`config.mk`:
```
export PLATFORM = sky130hd
export DESIGN_NAME = alu_seq
export DESIGN_NICKNAME = d
export VERILOG_FILES = /design/src/rtl/alu_seq.sv
export SDC_FILE = /design/constraint.sdc
export NUM_CORES = 1
export LEC_CHECK = 0
export CORE_ASPECT_RATIO = 1.1
export CORE_MARGIN = 2
export CORE_UTILIZATION = 40
export CTS_CLUSTER_DIAMETER = 200
export DETAILED_ROUTE_END_ITERATION = 8
export PLACE_DENSITY = 0.86
export SYNTH_ARGS = -nofsm -noshare
export SYNTH_HDL_FRONTEND = slang
export SYNTH_SLANG_ARGS = --single-unit
```
`constraint.sdc`:
```
create_clock -name clk -period 2 [get_ports clk]
set_input_delay 0.4 -clock clk [delete_from_list [all_inputs] [get_ports clk]]
set_output_delay 0.4 -clock clk [all_outputs]
set_load 0.02 [all_outputs]
```
`src/rtl/alu_seq.sv`:
```
// alu_seq: sequencer that registers one operation at a time into an external
// ALU, waits one cycle for single-cycle ops or MC_LATENCY cycles for the
// multiply/divide units, and holds the registered result until the consumer
// takes it.
// Optional feature macro: ALU_DIV0_TRAP_EN (trap divide-by-zero locally with
// rsp_f = 16'hFFFF and rsp_err = 1 instead of using the ALU result).
module alu_seq #(
  parameter int unsigned MC_LATENCY = 3
) (
  input  logic        clk,
  input  logic        rst_n,
  input  logic        req_valid,
  output logic        req_ready,
  input  logic [3:0]  req_aluop,
  input  logic [15:0] req_a,
  input  logic [15:0] req_b,
  output logic [3:0]  alu_aluop,
  output logic [15:0] alu_a,
  output logic [15:0] alu_b,
  input  logic [15:0] alu_f,
  output logic        rsp_valid,
  input  logic        rsp_ready,
  output logic [15:0] rsp_f,
  output logic        rsp_err,
  output logic        busy
);

  // lc3b_aluop codes that use the pipelined multiply/divide units
  localparam logic [3:0] ALU_MUL = 4'd10;
  localparam logic [3:0] ALU_DIV = 4'd11;
  localparam logic [2:0] MC_LOAD = 3'(MC_LATENCY);

  typedef enum logic [1:0] {
    S_IDLE,
    S_EXEC,
    S_WAIT,
    S_DONE
  } state_t;

  state_t      state_q, state_d;
  logic [2:0]  cnt_q, cnt_d;
  logic [3:0]  op_q;
  logic [15:0] a_q, b_q;
  logic [15:0] f_q, f_d;
  logic        accept;
  logic        is_mc;

  assign accept = req_valid && (state_q == S_IDLE);

`ifdef ALU_DIV0_TRAP_EN
  logic err_q, err_d;
  logic trap_q, trap_d;
  logic div0;

  assign div0  = (req_aluop == ALU_DIV) && (req_b == 16'h0000);
  assign is_mc = ((req_aluop == ALU_MUL) || (req_aluop == ALU_DIV)) && !div0;
`else
  assign is_mc = (req_aluop == ALU_MUL) || (req_aluop == ALU_DIV);
`endif

  // Next-state, counter and result-capture logic
  always_comb begin
    // NOTE: every signal gets a default before the case so no path leaves
    // it unassigned; a missing default here would infer a latch.
    state_d = state_q;
    cnt_d   = cnt_q;
    f_d     = f_q;
`ifdef ALU_DIV0_TRAP_EN
    err_d   = err_q;
    trap_d  = trap_q;
`endif
    unique case (state_q)
      S_IDLE: begin
        if (accept) begin
          if (is_mc) begin
            state_d = S_WAIT;
            cnt_d   = MC_LOAD;
          end else begin
            state_d = S_EXEC;
          end
`ifdef ALU_DIV0_TRAP_EN
          trap_d = div0;
`endif
        end
      end
      S_EXEC: begin
        f_d     = alu_f;
`ifdef ALU_DIV0_TRAP_EN
        err_d   = 1'b0;
        if (trap_q) begin
          f_d   = 16'hFFFF;
          err_d = 1'b1;
        end
`endif
        state_d = S_DONE;
      end
      S_WAIT: begin
        cnt_d = cnt_q - 3'd1;
        if (cnt_q == 3'd1) begin
          f_d     = alu_f;
`ifdef ALU_DIV0_TRAP_EN
          err_d   = 1'b0;
`endif
          state_d = S_DONE;
        end
      end
      S_DONE: begin
        if (rsp_ready) state_d = S_IDLE;
      end
      default: state_d = S_IDLE;
    endcase
  end

  // State, counter and result registers
  always_ff @(posedge clk or negedge rst_n) begin
    // NOTE: sequential state uses non-blocking assignments so every register
    // samples its pre-edge value regardless of statement order.
    if (!rst_n) begin
      state_q <= S_IDLE;
      cnt_q   <= 3'd0;
      f_q     <= 16'h0000;
`ifdef ALU_DIV0_TRAP_EN
      err_q   <= 1'b0;
      trap_q  <= 1'b0;
`endif
    end else begin
      state_q <= state_d;
      cnt_q   <= cnt_d;
      f_q     <= f_d;
`ifdef ALU_DIV0_TRAP_EN
      err_q   <= err_d;
      trap_q  <= trap_d;
`endif
    end
  end

  // Operand registers feeding the ALU, loaded only on accept
  always_ff @(posedge clk or negedge rst_n) begin
    if (!rst_n) begin
      op_q <= 4'd0;
      a_q  <= 16'h0000;
      b_q  <= 16'h0000;
    end else if (accept) begin
      op_q <= req_aluop;
      a_q  <= req_a;
      b_q  <= req_b;
    end
  end

  assign req_ready = (state_q == S_IDLE);
  assign rsp_valid = (state_q == S_DONE);
  assign busy      = (state_q != S_IDLE);
  assign alu_aluop = op_q;
  assign alu_a     = a_q;
  assign alu_b     = b_q;
  assign rsp_f     = f_q;
`ifdef ALU_DIV0_TRAP_EN
  assign rsp_err   = err_q;
`else
  assign rsp_err   = 1'b0;
`endif

endmodule
```
==> reports/qor.csv <==
metric,value,unit
Top Ports,112,
CTS Hold Bufs,0,
Port Buf Inserts,110,
Clock Skew,10.8,ps
setup ws final,91.9,ps
FMAX,524,MHz
"Reg clk slew, reported paths",60,ps
starting density of the core,0.408,
Final HPWL DP,3760,um
# Max-Cap Violations,0,
initial antenna violation count,0,
num rows,29,
Clock Sink Count,57,
clk_lat worst skew,320,ps
post-layout util,0.654,
Yosys Warn Count,0,
drt pass-1 iters,4,
drt drc,0,
final setup violation count,0,
syn_area_per_cell,15.1,um^2
Synth Register Bits,57,
worst path cell trace,ha_1 -> clkdlybuf4s50_1,
peak supply drop,0.958,mV
gr ovfl total,0,
register share of total power,0.314,
Syn Nets,215,
register area share after synthesis,0.614,
post-route clock period utilization,0.954,
outcome,finished clean,
vias in the first global route,1787,
Horiz. Die Dim,76.7,um
clock buffer depth,2,
Cells after Synth,154,
Net Switching,2270,uW
crit path capture type,output port,
HP Class,in2async,
layout cells sized above 1,0.263,
startpoint types,flop,
GRT Overall Usage,0.162,
Worst Path Max Fanout,4,
ANT nets after route,0,
Antenna diodes,0,
Core ar.,0.00570,mm^2
Leak,0.00160,uW
DR iter-0 viols,42,
combinational share of power,0.530,
Pwr Density,1750,mW/mm^2
first-pass GRT wire length,8140,um
total die area,0.00643,mm^2
nets,334,
CP Data Required Time,1600,ps
"slowest stage delay, CP",610,ps
Via density,4.65,
Wirelength per Cell,13.8,um
number of distinct library cells after synthesis,24,
pin count of the biggest net entering global routing,37,
Total Routed Length,4900,um
CP top delay family,buffers and inverters,
Setup WS pre-CTS,50.6,ps
Int Pwr,4260,uW
Tmin final,1910,ps
Bufs and invs on worst path,1,
Root Driver,clkbuf_8,
die height,83.9,um
Setup CP Type,reg2out,
CTS tree,yes,
Worst Tran Pin Value,515,ps
crit path max-delay cell type,clkdlybuf4s50_1,
Area Overhead vs Synth,60.4,%
H-tree Lvls,3,
hold slack,45.7,ps
Synth Cell Area,0.00232,mm^2
Slew HR,0.656,
Final Hold Viols,0,
setup TNS,0,ps
RSZ-0062 raised after global routing,no,
total CTS buffers,9,
switching share of power,0.348,
"Slew Viols, Final",0,
clock network power share,0.156,
Via Count,1649,
"Data arrival, critical path",1510,ps
GP Congestion,0.706,
[cells in the mapped netlist]
cell	count	area, um^2
nand2_1	3	11.3
inv_1	8	30.0
o21ai_0	3	15.0
nand4b_1	2	17.5
dfrtp_1	57	1430
conb_1	1	3.75
mux2i_1	1	10.0
clkbuf_1	1	3.75
nor2b_1	1	6.26
nand2b_4	1	13.8
a222oi_1	1	10.0
a211o_1	1	8.76
a32oi_1	1	8.76
buf_2	4	20.0
mux2_1	1	11.3
ha_1	5	62.6
a21oi_4	1	16.3
a221o_1	1	10.0
buf_4	2	15.0
xnor2_1	1	8.76
mux2_2	52	586
a21o_1	1	7.51
nor2_1	3	11.3
nand3_1	2	10.0
[cell usage in the layout, fill, tap and decap left out, types with 2 or more instances in the layout]
cell type,instances
clkdlybuf4s50_1,107
dfrtp_1,57
mux2_2,52
clkbuf_8,10
inv_1,8
ha_1,5
nand2_1,3
nor2_1,3
o21ai_0,3
clkbuf_1,3
buf_4,3
nand4b_1,2
nand3_1,2
clkinv_2,2
dlygate4sd2_1,2
buf_12,2
[cell type report]
type | count | area [um^2]
Clock inverter | 3 | 40.0
Inverter | 8 | 30.0
Sequential cell | 57 | 1430
Tap cell | 77 | 96.3
Fill cell | 450 | 1970
Multi-Input combinational cell | 82 | 828
Timing Repair Buffer | 115 | 1160
Clock buffer | 13 | 149
[stage by stage]
| stage | std cells | power, uW | instance area (um^2) |
|---|---|---|---|
| 2_1_floorplan | 154 | 4040 | 2320 |
| 3_3_place_gp | 339 | 5490 | 3540 |
| 3_5_place_dp | 339 | 5590 | 3540 |
| 4_1_cts | 355 | 6630 | 3730 |
| 5_1_grt | 355 | 6910 | 3730 |
| 6_report | 355 | 6530 | 3730 |
[layer usage]
layer,up-vias,GRT usage,part of all wire
met5,-,0,0
met4,0,0.0793,0.012
met3,5,0.0530,0.063
met2,56,0.281,0.53
met1,815,0.177,0.39
li1,773,-,-
[kinds of logic (layout without fill, tap and decap cells)]
kind of cell | after synthesis | after routing | synth area share
multiplexers | 54 | 54 | 0.261
buffers and inverters | 15 | 139 | 0.0296
AO/OA/AOI/OAI | 9 | 9 | 0.0329
adder cells (fa/ha/maj) | 5 | 5 | 0.0269
XOR/XNOR | 1 | 1 | 0.00377
other | 1 | 1 | 0.00161
AND/OR/NAND/NOR | 12 | 12 | 0.0302
flip-flops | 57 | 57 | 0.614
[power by group through the flow]
stage	Combinational, uW	Clock [uW]	Sequential [uW]
after floorplan	1310	0	2730
after global placement	3460	0	2040
after detailed placement	3520	0	2080
after CTS	3510	1060	2060
after global routing	3680	1100	2130
final	3460	1020	2050
[state kept, by name, indices dropped and copies added, names as in the netlist]
name and flops:
alu_a 16, alu_b 16, rsp_f 16, alu_aluop 4, cnt_q 3, state_q 2
[worst paths after layout]
check	from	endpoint	slack [ps]	depth (start not counted)
worst max register to register	state_q[1]$_DFFE_PN0P_	alu_a[4]$_DFFE_PN0P_	320	6
worst min-delay path	rst_n	rsp_f[1]$_DFFE_PN0P_	50	1
worst min register to register	alu_a[5]$_DFFE_PN0P_	alu_a[5]$_DFFE_PN0P_	500	1
worst max-delay path	state_q[1]$_DFFE_PN0P_	rsp_valid	90	2
max in group asynchronous	rst_n	alu_b[5]$_DFFE_PN0P_	1380	2
min in group clk	alu_a[5]$_DFFE_PN0P_	alu_a[5]$_DFFE_PN0P_	500	1
[what timing repair did]
item / CTS / global route
hold endpoints to repair: 0 / 0
endpoints found under the setup margin: 2 / 0
resized for setup: 2 / 0
buffers inserted: 0 / 0
No activity file was read; power rests on OpenSTA's default activity.
